**src/rtl/spi_slave_fpga_dev.sv**
```systemverilog
`default_nettype none
// ============================================================================
// Module      : spi_slave_fpga_dev
// Description : SPI mode-0 slave, fully oversampled in the clk domain.
//               Receives RX_WIDTH-bit commands and returns a TX_WIDTH-bit word.
// Revision    : 1.0 - initial release
// ============================================================================
module spi_slave_fpga_dev #(
  parameter int RX_WIDTH    = 12,
  parameter int TX_WIDTH    = 8,
  parameter int SYNC_STAGES = 2
) (
  input  logic                clk,
  input  logic                rst,
  input  logic                sck,
  input  logic                ss,
  input  logic                mosi,
  output logic                miso,
  input  logic [TX_WIDTH-1:0] tx_data,
  input  logic                tx_load,
  output logic [RX_WIDTH-1:0] rx_data,
  output logic                rx_valid,
  output logic                frame_err,
  output logic                busy
);

  localparam int            CW        = $clog2(RX_WIDTH + 1);
  localparam logic [CW-1:0] C_RX_FULL = CW'(RX_WIDTH);

  typedef enum logic [0:0] {
    IDLE   = 1'b0,
    ACTIVE = 1'b1
  } state_t;

  logic [SYNC_STAGES-1:0] sck_sync_q, ss_sync_q, mosi_sync_q, fill_q;
  logic                   sck_prev_q, ss_prev_q, armed_q;

  state_t                 state_q, state_d;
  logic [CW-1:0]          cnt_q, cnt_d;
  logic [RX_WIDTH-1:0]    rx_shift_q, rx_shift_d;
  logic [TX_WIDTH-1:0]    tx_shift_q, tx_shift_d;
  logic [TX_WIDTH-1:0]    hold_q, hold_d;
  logic [RX_WIDTH-1:0]    rx_data_q, rx_data_d;
  logic                   rx_valid_q, rx_valid_d;
  logic                   frame_err_q, frame_err_d;
  logic                   done_q, done_d;

  logic w_sck_s, w_ss_s, w_mosi_s;
  logic w_sck_rise, w_sck_fall, w_ss_fall, w_ss_rise;

  assign w_sck_s  = sck_sync_q[SYNC_STAGES-1];
  assign w_ss_s   = ss_sync_q[SYNC_STAGES-1];
  assign w_mosi_s = mosi_sync_q[SYNC_STAGES-1];

  assign w_sck_rise = w_sck_s & ~sck_prev_q;
  assign w_sck_fall = ~w_sck_s & sck_prev_q;
  // Falling ss only counts once a genuine (non-preset) high sample was seen.
  assign w_ss_fall  = armed_q & ss_prev_q & ~w_ss_s;
  assign w_ss_rise  = w_ss_s & ~ss_prev_q;

  always_ff @(posedge clk or negedge rst) begin
    if (!rst) begin
      sck_sync_q  <= '0;
      ss_sync_q   <= '1;
      mosi_sync_q <= '0;
      fill_q      <= '0;
      sck_prev_q  <= 1'b0;
      ss_prev_q   <= 1'b1;
      armed_q     <= 1'b0;
    end else begin
      sck_sync_q  <= {sck_sync_q[SYNC_STAGES-2:0], sck};
      ss_sync_q   <= {ss_sync_q[SYNC_STAGES-2:0], ss};
      mosi_sync_q <= {mosi_sync_q[SYNC_STAGES-2:0], mosi};
      fill_q      <= {fill_q[SYNC_STAGES-2:0], 1'b1};
      sck_prev_q  <= w_sck_s;
      ss_prev_q   <= w_ss_s;
      armed_q     <= armed_q | (fill_q[SYNC_STAGES-1] & w_ss_s);
    end
  end

  always_ff @(posedge clk or negedge rst) begin
    if (!rst) begin
      state_q     <= IDLE;
      cnt_q       <= '0;
      rx_shift_q  <= '0;
      tx_shift_q  <= '0;
      hold_q      <= '0;
      rx_data_q   <= '0;
      rx_valid_q  <= 1'b0;
      frame_err_q <= 1'b0;
      done_q      <= 1'b0;
    end else begin
      state_q     <= state_d;
      cnt_q       <= cnt_d;
      rx_shift_q  <= rx_shift_d;
      tx_shift_q  <= tx_shift_d;
      hold_q      <= hold_d;
      rx_data_q   <= rx_data_d;
      rx_valid_q  <= rx_valid_d;
      frame_err_q <= frame_err_d;
      done_q      <= done_d;
    end
  end

  always_comb begin
    state_d     = state_q;
    cnt_d       = cnt_q;
    rx_shift_d  = rx_shift_q;
    tx_shift_d  = tx_shift_q;
    hold_d      = hold_q;
    rx_data_d   = rx_data_q;
    rx_valid_d  = 1'b0;
    frame_err_d = 1'b0;
    done_d      = done_q;

    if (tx_load) begin
      hold_d = tx_data;
    end

    // Delivery runs independently of state so a frame start in the same
    // cycle does not swallow the pending result.
    if (cnt_q == C_RX_FULL && !done_q) begin
      rx_data_d  = rx_shift_q;
      rx_valid_d = 1'b1;
      done_d     = 1'b1;
    end

    case (state_q)
      IDLE: begin
        if (w_ss_fall) begin
          state_d    = ACTIVE;
          tx_shift_d = tx_load ? tx_data : hold_q;
          cnt_d      = '0;
          done_d     = 1'b0;
        end
      end
      ACTIVE: begin
        if (w_ss_rise) begin
          state_d = IDLE;
          if (cnt_q != '0 && cnt_q < C_RX_FULL) begin
            frame_err_d = 1'b1;
          end
        end else begin
          if (w_sck_rise && cnt_q < C_RX_FULL) begin
            rx_shift_d = {rx_shift_q[RX_WIDTH-2:0], w_mosi_s};
            cnt_d      = cnt_q + CW'(1);
          end
          if (w_sck_fall) begin
            tx_shift_d = {tx_shift_q[TX_WIDTH-2:0], 1'b0};
          end
        end
      end
      default: state_d = IDLE;
    endcase
  end

  assign busy      = (state_q == ACTIVE);
  assign miso      = (state_q == ACTIVE) & tx_shift_q[TX_WIDTH-1];
  assign rx_data   = rx_data_q;
  assign rx_valid  = rx_valid_q;
  assign frame_err = frame_err_q;

endmodule
`default_nettype wire

```
**config.mk**
```make
export PLATFORM = sky130hd
export DESIGN_NAME = spi_slave_fpga_dev
export DESIGN_NICKNAME = d
export VERILOG_FILES = /design/src/rtl/spi_slave_fpga_dev.sv
export SDC_FILE = /design/constraint.sdc
export NUM_CORES = 1
export LEC_CHECK = 0
export BUFFER_PORTS_ARGS = -buffer_cell sky130_fd_sc_hd__buf_2
export CAP_MARGIN = 10
export CORE_UTILIZATION = 42
export CTS_CLUSTER_SIZE = 12
export DETAILED_ROUTE_END_ITERATION = 8
export MAX_ROUTING_LAYER = met4
export PLACE_DENSITY = 0.74
export SLEW_MARGIN = 20
export SYNTH_ARGS = -nofsm -noshare
export SYNTH_HDL_FRONTEND = slang
export SYNTH_SLANG_ARGS = --single-unit
```
**constraint.sdc**
```tcl
create_clock -name clk -period 1.5 [get_ports clk]
set_clock_uncertainty 0.05 [all_clocks]
set_input_delay 0.225 -clock clk [delete_from_list [all_inputs] [get_ports clk]]
set_output_delay 0.225 -clock clk [all_outputs]
set_load 0.03 [all_outputs]
```
==> results.ini, run 1 <==
[timing]
rsz0062_at_grt = yes
final_max_slew_viol_count = 0
fmax_ghz = 0.629
setup_viol = 7
fin_crit_sh_pct = 106
setup_slack_ns = -0.0889
final_hold_viol_count = 0
period_minus_slack_ns = 1.59

[die]
dieWidth_um = 76.8
start_util_pct = 44.9
die_h_um = 76.8
core_mm2 = 0.00524
die-area_mm2 = 0.00590
rows = 26
io_pins = 30

[critical_path]
crit_slowest_cell = dfstp_2
cp-end-kind = flip-flop
r2r_cells = 4
critPathArrivalTime_ns = 1.77
required_ns = 1.68
cp_max_fo = 8
crit_path_start_kind = flip-flop
r2r-start = ss_sync_q[1]
cp_slowest_stage_delay_ns = 0.55
critPathKind = reg2reg
timing.critical_path.max_delay_family = flip-flops
critical_path_buf_inv_count = 1
rr_endpoint = tx_shift_q[7]
r2r_slack_ns = -0.09
critical_path.cell_chain = and4bb_4 > a41o_1 > buf_12 > mux2_4

[pwr]
ir_worst_vdd_uv = 720
power.switching_mw = 1.04
p_leak_nw = 1.51
clkPwrFrac_pct = 35.4
p_seq_share_pct = 47.0
p_comb_share_pct = 17.6
p_int_mw = 3.21
power.share.switching_pct = 24.4
p_per_area_mw_per_mm2 = 1420

[logic_synthesis]
synth_nets = 169
yosys_warnings = 0
ys_types = 26
syn_inst = 153
ys_ff_latch = 59
yosysSeqAreaShare_pct = 62.9
syn_avg_cell_area_um2 = 15.4
syn_area_mm2 = 0.00235

[detailed_routing]
wl_met3_um = 212
drc = 0
first_pass_iters = 4
antenna_left = 0
wl_met2_um = 1830
avgRoutedWirePerCell_um = 13.4
via_per_inst = 4.73
vias = 1343
wirelength_um = 3820
highest-signal-layer = met4
drt-met1-wl_um = 1700
drt_iter0_drc = 41

[global_route]
grt_max_degree = 60
grt_usage_pct = 15.0
overflow = 0
antenna_found_initial = 0
grt_pass1_vias = 1420
grt_pass1_wl_um = 6360

[cts]
clock_sinks = 59
clock_path_buffers = 2
clk_pin_slew_ns = 0.06
clk_latency_ns = 0.34
cts_max_level = 3
clock-root-buffer = clkbuf_8
cts_buffers = 9
cts_tree = done

[layout]
nNetsFinal = 225
area.growth.synth_to_final_pct = 27.2
drive_above_1_share_pct = 56.1
diodes = 0
mostFrequentLayoutCells = 55 x dfrtp_1, 39 x mux2_2, 28 x buf_2, 13 x buf_4, 12 x clkbuf_8
final_common_cell = dfrtp_1
final_util_pct = 57.1

[min_path]
hold_path.class = in2reg
min_from = tx_data[3]
hold_end = hold_q[3]
worstHoldPathCells = 2

[placed_design]
place_hpwl_um = 2390
dp_slack_ns = -0.122
port_buffers = 29
gp_congestion = 0.793

[status]
status = complete, but fails checks
violations = setup timing

[job]
drv_cap = 0

==> synthesized netlist by cell type, drive strengths merged <==
library cell,number,area share (%)
mux2,46,23
o41ai,1,0.37
nor2,1,0.16
and2,1,0.27
and4bb,1,0.69
nand2b,2,0.53
nand3,2,0.43
dfstp,3,3.4
nand4,2,1.2
a21oi,2,0.43
nand4b,1,0.37
nand2,9,1.4
nand4bb,1,0.48
mux2i,3,1.3
dfrtp,56,60
o21ai,3,0.64
a21o,1,0.32
a41o,1,0.43
ha,2,1.1
conb,1,0.16
inv,7,1.1
buf,6,2.3
nor2b,1,0.27
==> routing by layer <==
metal,vias up,GRT usage [%]
li1,651,-
met2,36,23.0
met1,647,16.3
met3,9,7.14
met5,-,-
met4,0,7.50
==> worst max-delay path by stage <==
stage,start,endpoint,depth (start not counted)
after floorplan,busy,tx_shift_q[1],5
after detailed placement,ss_sync_q[1],tx_shift_q[3],4
final,ss_sync_q[1],tx_shift_q[7],4
after global routing,ss_sync_q[1],tx_shift_q[5],4
after CTS,ss_sync_q[1],tx_shift_q[1],4
after global placement,ss_sync_q[1],tx_shift_q[7],4
==> power by group through the flow <==
| stage | logic, mW | registers (mW) | clock network (mW) |
|---|---|---|---|
| finish | 0.748 | 1.99 | 1.50 |
| detailed placement | 0.668 | 2.02 | 0 |
| floorplan | 0.485 | 1.98 | 0 |
| global route | 0.821 | 2.03 | 1.60 |
| CTS | 0.694 | 1.99 | 1.54 |
| global placement | 0.643 | 2.01 | 0 |
==> kinds of logic after synthesis <==
family | synth area share (%)
simple gates | 5.80
fa+ha+maj | 1.06
flops | 62.9
buf+inv | 3.46
other cells | 0.159
compound gates | 2.18
mux | 24.4
==> flip-flops by register name (all words and copies together), names as in the netlist, 2 cells and up <==
register,cells
rx_data,12
rx_shift_q,12
hold_q,8
tx_shift_q,8
cnt_q,4
fill_q,2
mosi_sync_q,2
sck_sync_q,2
ss_sync_q,2
==> per-stage QoR <==
step | setup TNS (ns) | std cells | hold slack, ns | cell area [um^2] | total power [mW]
6_report | -0.595 | 284 | 0.0778 | 2990 | 4.24
3_3_place_gp | -0.664 | 258 | 0.202 | 2670 | 2.65
3_5_place_dp | -0.825 | 258 | 0.211 | 2670 | 2.69
5_1_grt | -0.891 | 284 | 0.0670 | 2990 | 4.45
2_1_floorplan | -0.866 | 153 | -0.121 | 2370 | 2.47
4_1_cts | -0.672 | 280 | 0.0658 | 2950 | 4.22
==> worst reg2reg max path, stage by stage, from the launching register on <==
cell and delay [ns]:
dfstp_2 0.55, and4bb_4 0.20, a41o_1 0.23, buf_12 0.15
mux2_4 0.29
==> layout make-up <==
cell class                 instances  area, um^2
fill                             440        2240
sequential                        59        1480
multi-input combinational         82         825
timing repair buffer              50         360
clock buffer                      12         165
tap                               70        87.6
clock inverter                     4        47.5
inverter                           7        26.3
==> what timing repair did <==
action,CTS,global route
hold buffers,4,0
pin swaps,1,0
gates cloned,1,0
endpoints found under the setup margin,16,20
endpoints found under the hold margin,59,0
buffers inserted,1,4
gates resized for setup,4,4
Note: power is estimated with default switching activity, not from simulation.
==> inputs of run 2 (changes only) <==
--- a/config.mk
+++ b/config.mk
@@ -9,3 +9,3 @@
 export CAP_MARGIN = 10
-export CORE_UTILIZATION = 42
+export CORE_UTILIZATION = 44
 export CTS_CLUSTER_SIZE = 12
@@ -13,3 +13,3 @@
 export MAX_ROUTING_LAYER = met4
-export PLACE_DENSITY = 0.74
+export PLACE_DENSITY = 0.77
 export SLEW_MARGIN = 20
==> constraint.sdc (replaced) <==
create_clock -name clk -period 1.5 [get_ports clk]
set_clock_uncertainty 0.05 [all_clocks]
set_input_delay 0.3 -clock clk [delete_from_list [all_inputs] [get_ports clk]]
set_output_delay 0.3 -clock clk [all_outputs]
set_load 0.03 [all_outputs]
==> results.ini, run 2 (synthesis gave the netlist of run 1 again) <==
[status]
status = complete, but fails checks  ; unchanged
violations = setup timing  ; unchanged

[critical_path]
cp_max_fo = 8  ; unchanged
required_ns = 1.66  ; was 1.68 ns
critical_path_buf_inv_count = 1  ; unchanged
r2r-start = ss_sync_q[1]  ; unchanged
crit_path_start_kind = flip-flop  ; unchanged
r2r_cells = 4  ; unchanged
timing.critical_path.max_delay_family = flip-flops  ; unchanged
critPathArrivalTime_ns = 1.75  ; was 1.77 ns
cp-end-kind = flip-flop  ; unchanged
critical_path.cell_chain = and4bb_4 > a41o_1 > buf_12 > mux2_4  ; unchanged
rr_endpoint = tx_shift_q[4]  ; was tx_shift_q[7]
r2r_slack_ns = -0.1  ; was -0.09 ns
cp_slowest_stage_delay_ns = 0.55  ; about the same
critPathKind = reg2reg  ; unchanged
crit_slowest_cell = dfstp_2  ; unchanged

[placed_design]
port_buffers = 29  ; unchanged
gp_congestion = 0.766  ; was 0.793
placed_cells = 261  ; was 258
place_hpwl_um = 2400  ; was 2390 um

[layout]
area.growth.synth_to_final_pct = 27.7  ; was 27.2%
final_common_cell = dfrtp_1  ; unchanged
diodes = 0  ; unchanged
nNetsFinal = 225  ; unchanged
mostFrequentLayoutCells = 55 x dfrtp_1, 39 x mux2_2, 28 x buf_2, 17 x buf_4, 10 x clkbuf_8  ; was 55 x dfrtp_1, 39 x mux2_2, 28 x buf_2, 13 x buf_4, 12 x clkbuf_8
final_cell_count_no_fill = 284  ; unchanged
drive_above_1_share_pct = 57.0  ; was 56.1%

[cts]
clock_sinks = 59  ; unchanged
cts_tree = done  ; unchanged
clk_latency_ns = 0.33  ; was 0.34 ns
cts_max_level = 3  ; unchanged
cts_buffers = 9  ; unchanged
clk_pin_slew_ns = 0.06  ; about the same
clock_path_buffers = 2  ; unchanged
clock-root-buffer = clkbuf_8  ; unchanged

[global_route]
grt_pass1_wl_um = 6380  ; was 6360 um
antenna_found_initial = 0  ; unchanged
grt_usage_pct = 16.4  ; was 15.0%
overflow = 0  ; unchanged
grt_max_degree = 60  ; unchanged
grt_pass1_vias = 1430  ; was 1420

[timing]
setup_viol = 7  ; unchanged
rsz0062_at_grt = yes  ; unchanged
fin_tns_setup_ns = -0.617  ; was -0.595 ns
setup_slack_ns = -0.0956  ; was -0.0889 ns
period_minus_slack_ns = 1.60  ; was 1.59 ns
final_hold_viol_count = 0  ; unchanged
fin_crit_sh_pct = 106  ; about the same
final_max_slew_viol_count = 0  ; unchanged
hold_ws_ns = 0.0258  ; was 0.0778 ns
fmax_ghz = 0.627  ; was 0.629 GHz

[die]
dieWidth_um = 75.1  ; was 76.8 um
start_util_pct = 45.8  ; was 44.9%
die_h_um = 75.1  ; was 76.8 um
core_mm2 = 0.00514  ; was 0.00524 mm^2
io_pins = 30  ; unchanged
die-area_mm2 = 0.00564  ; was 0.00590 mm^2
rows = 26  ; unchanged

[pwr]
power.share.switching_pct = 22.7  ; was 24.4%
p_int_mw = 3.45  ; was 3.21 mW
power.switching_mw = 1.01  ; was 1.04 mW
clkPwrFrac_pct = 38.9  ; was 35.4%
p_seq_share_pct = 44.6  ; was 47.0%
ir_worst_vdd_uv = 714  ; was 720 uV
p_total_mw = 4.46  ; was 4.24 mW
p_per_area_mw_per_mm2 = 1490  ; was 1420 mW/mm^2
p_comb_share_pct = 16.6  ; was 17.6%
p_leak_nw = 1.52  ; was 1.51 nW

[detailed_routing]
vias = 1356  ; was 1343
antenna_left = 0  ; unchanged
via_per_inst = 4.77  ; was 4.73
wirelength_um = 3730  ; was 3820 um
first_pass_iters = 4  ; unchanged
drc = 0  ; unchanged
avgRoutedWirePerCell_um = 13.1  ; was 13.4 um
drt_iter0_drc = 29  ; was 41

[min_path]
hold_path.class = in2reg  ; unchanged
worstHoldPathCells = 1  ; was 2
min_from = ss  ; was tx_data[3]
hold_end = ss_sync_q[0]  ; was hold_q[3]

[job]
drv_cap = 0  ; unchanged

==> run 2: changes by cell type in the layout (fill, tap and decap cells not counted), moves of 2 or more <==
cell           change
clkinv_2           -2
clkbuf_1           +2
buf_4              +4
bufinv_16          +2
clkbuf_8           -2
dlygate4sd3_1      -3
==> run 2: final cells by class <==
type	instances	area [um^2]
Fill cell	436	2140
Multi-Input combinational cell	82	825
Tap cell	70	87.6
Sequential cell	59	1480
Inverter	7	26.3
Timing Repair Buffer	50	340
Clock buffer	12	145
Clock inverter	4	97.6
==> run 2: how the worst max path moves through the flow <==
stage / from / to / slack [ns] / cells after the start
after floorplan: busy / tx_shift_q[1] / -0.12 / 5
after CTS: ss_sync_q[1] / tx_shift_q[3] / -0.10 / 4
final: ss_sync_q[1] / tx_shift_q[4] / -0.1 / 4
after global placement: ss_sync_q[1] / tx_shift_q[5] / -0.09 / 4
after detailed placement: ss_sync_q[1] / tx_shift_q[2] / -0.13 / 4
after global routing: ss_sync_q[1] / tx_shift_q[4] / -0.13 / 4
==> run 2: through the flow <==
stage | area, um^2 | utilization [%] | setup WS (ns)
2_1_floorplan | 2370 | - | -0.124
3_3_place_gp | 2680 | 52.1 | -0.0949
3_5_place_dp | 2680 | 52.1 | -0.134
4_1_cts | 2990 | 58.1 | -0.100
5_1_grt | 3000 | 58.4 | -0.132
6_report | 3000 | 58.4 | -0.0956
==> run 2: what timing repair did <==
item / 4_1_cts / 5_1_grt
buffers inserted: 4 / 1
hold endpoints to repair: 56 / 0
gates cloned: 1 / 0
endpoints found under the setup margin: 23 / 34
gates resized for setup: 6 / 3
pin swaps: 1 / 1
hold buffers: 1 / 0
==> run 2: layer usage <==
metal  global-route usage (%)  vias to the layer above  share of wire, %
li1                         -                      643                 -
met1                     19.2                      663                46
met2                     24.7                       37                46
met3                     6.56                       13               5.6
met4                     7.76                        0               2.4
met5                        -                        -                 0
==> run 2: worst reg2reg max path, cell delays in order (launching register included) <==
cell and delay, ns:
dfstp_2 0.55, and4bb_4 0.19, a41o_1 0.24, buf_12 0.15, mux2_4 0.29
==> run 2: power by group through the flow <==
stage | clock, mW | combinational (mW) | sequential, mW
floorplan | 0 | 0.485 | 1.98
global placement | 0 | 0.654 | 2.00
detailed placement | 0 | 0.679 | 2.01
CTS | 1.78 | 0.725 | 1.99
global route | 1.85 | 0.808 | 2.03
finish | 1.74 | 0.739 | 1.99
==> inputs of run 3 (changes only) <==
Settings changed: CTS_BUF_LIST set to sky130_fd_sc_hd__clkbuf_2 sky130_fd_sc_hd__clkbuf_4 sky130_fd_sc_hd__clkbuf_8.
==> results.ini, run 3 (synthesis gave the netlist of run 1 again) <==
[status]
status = complete, but fails checks  ; unchanged
violations = setup timing  ; unchanged

[detailed_routing]
drt_iter0_drc = 36  ; was 29
wirelength_um = 3740  ; was 3730 um
antenna_left = 0  ; unchanged
drc = 0  ; unchanged
first_pass_iters = 4  ; unchanged
via_per_inst = 4.77  ; unchanged
vias = 1356  ; unchanged
avgRoutedWirePerCell_um = 13.2  ; was 13.1 um

[timing]
fin_tns_setup_ns = -0.624  ; was -0.617 ns
fmax_ghz = 0.626  ; was 0.627 GHz
rsz0062_at_grt = yes  ; unchanged
setup_slack_ns = -0.0964  ; was -0.0956 ns
fin_crit_sh_pct = 106  ; about the same
final_hold_viol_count = 0  ; unchanged
hold_ws_ns = 0.0239  ; was 0.0258 ns
final_max_slew_viol_count = 0  ; unchanged
setup_viol = 7  ; unchanged
period_minus_slack_ns = 1.60  ; about the same

[pwr]
p_int_mw = 3.49  ; was 3.45 mW
power.switching_mw = 1.01  ; about the same
p_comb_share_pct = 16.4  ; was 16.6%
p_total_mw = 4.50  ; was 4.46 mW
clkPwrFrac_pct = 39.4  ; was 38.9%
p_leak_nw = 1.52  ; about the same
ir_worst_vdd_uv = 714  ; about the same
p_per_area_mw_per_mm2 = 1500  ; was 1490 mW/mm^2
power.share.switching_pct = 22.5  ; was 22.7%
p_seq_share_pct = 44.2  ; was 44.6%

[global_route]
grt_pass1_wl_um = 6380  ; unchanged
grt_max_degree = 60  ; unchanged
grt_pass1_vias = 1430  ; unchanged
overflow = 0  ; unchanged
antenna_found_initial = 0  ; unchanged
grt_usage_pct = 16.4  ; about the same

[critical_path]
critical_path_buf_inv_count = 1  ; unchanged
crit_path_start_kind = flip-flop  ; unchanged
crit_slowest_cell = dfstp_2  ; unchanged
cp_slowest_stage_delay_ns = 0.55  ; about the same
critPathArrivalTime_ns = 1.76  ; was 1.75 ns
required_ns = 1.66  ; about the same
critPathKind = reg2reg  ; unchanged
timing.critical_path.max_delay_family = flip-flops  ; unchanged
cp-end-kind = flip-flop  ; unchanged
cp_max_fo = 8  ; unchanged
critical_path.cell_chain = and4bb_4 > a41o_1 > buf_12 > mux2_4  ; unchanged

[job]
drv_cap = 0  ; unchanged

[placed_design]
placed_cells = 261  ; unchanged
dp_slack_ns = -0.134  ; unchanged
gp_congestion = 0.766  ; unchanged
place_hpwl_um = 2400  ; unchanged
port_buffers = 29  ; unchanged

[cts]
cts_max_level = 3  ; unchanged
clk_latency_ns = 0.33  ; about the same
clock_path_buffers = 2  ; unchanged
clock_sinks = 59  ; unchanged
cts_tree = done  ; unchanged
clk_pin_slew_ns = 0.06  ; about the same
cts_buffers = 9  ; unchanged
clock-root-buffer = clkbuf_8  ; unchanged

[die]
io_pins = 30  ; unchanged
die-area_mm2 = 0.00564  ; unchanged
die_h_um = 75.1  ; unchanged
core_mm2 = 0.00514  ; unchanged
start_util_pct = 45.8  ; unchanged
rows = 26  ; unchanged
dieWidth_um = 75.1  ; unchanged

[layout]
diodes = 0  ; unchanged
nNetsFinal = 225  ; unchanged
area.growth.synth_to_final_pct = 28.0  ; was 27.7%
final_common_cell = dfrtp_1  ; unchanged
mostFrequentLayoutCells = 55 x dfrtp_1, 39 x mux2_2, 28 x buf_2, 17 x buf_4, 10 x clkbuf_8  ; unchanged
drive_above_1_share_pct = 57.9  ; was 57.0%
final_cell_count_no_fill = 284  ; unchanged

[min_path]
hold_path.class = in2reg  ; unchanged

-- run 3: changes by cell type in the layout (fill, tap and decap cells not counted) --
cell / before / now
clkbuf_4: 0 / 2
clkbuf_1: 2 / 0
-- run 3: metal layers --
metal  part of all wire [%]  global-route usage [%]  vias up
li1                       -                       -      644
met1                     45                    19.2      661
met2                     46                    24.7       38
met3                    5.6                    6.56       13
met4                    2.5                    7.76        0
met5                      0                       -        -
-- run 3: layout make-up --
cell class / instances / area [um^2]
flip-flops and latches: 59 / 1480
multi-input cells: 82 / 825
fillers: 432 / 2130
repair buffers: 50 / 340
clock buffers: 12 / 153
well taps: 70 / 87.6
inverters: 7 / 26.3
clock inverters: 4 / 97.6
-- run 3: final timing paths --
path,startpoint,to,slack (ns),cells past startpoint
hold / removal,ss,ss_sync_q[0],0.02,1
max in group asynchronous,rst,ss_sync_q[1],0.64,3
min in group asynchronous,rst,hold_q[2],0.45,3
setup reg to reg,ss_sync_q[1],tx_shift_q[4],-0.1,4
hold reg to reg,fill_q[0],fill_q[1],0.30,0
setup / recovery,ss_sync_q[1],tx_shift_q[4],-0.1,4
-- run 3: repair_timing --
action	4_1_cts	5_1_grt
setup endpoints to repair	23	34
pin swaps	1	1
setup buffers	4	1
endpoints found under the hold margin	56	0
cloned	1	0
hold buffers	1	0
resized for setup	6	3
-- run 3: per-stage QoR --
stage | util (%) | cell area, um^2
floorplan | - | 2370
global placement | 52.1 | 2680
detailed placement | 52.1 | 2680
CTS | 58.3 | 3000
global route | 58.6 | 3010
finish | 58.6 | 3010
-- run 3: power groups by stage --
| stage | clock network, mW | logic (mW) | registers [mW] |
|---|---|---|---|
| 2_1_floorplan | 0 | 0.485 | 1.98 |
| 3_3_place_gp | 0 | 0.654 | 2.00 |
| 3_5_place_dp | 0 | 0.679 | 2.01 |
| 4_1_cts | 1.82 | 0.725 | 1.99 |
| 5_1_grt | 1.88 | 0.808 | 2.03 |
| 6_report | 1.78 | 0.739 | 1.99 |
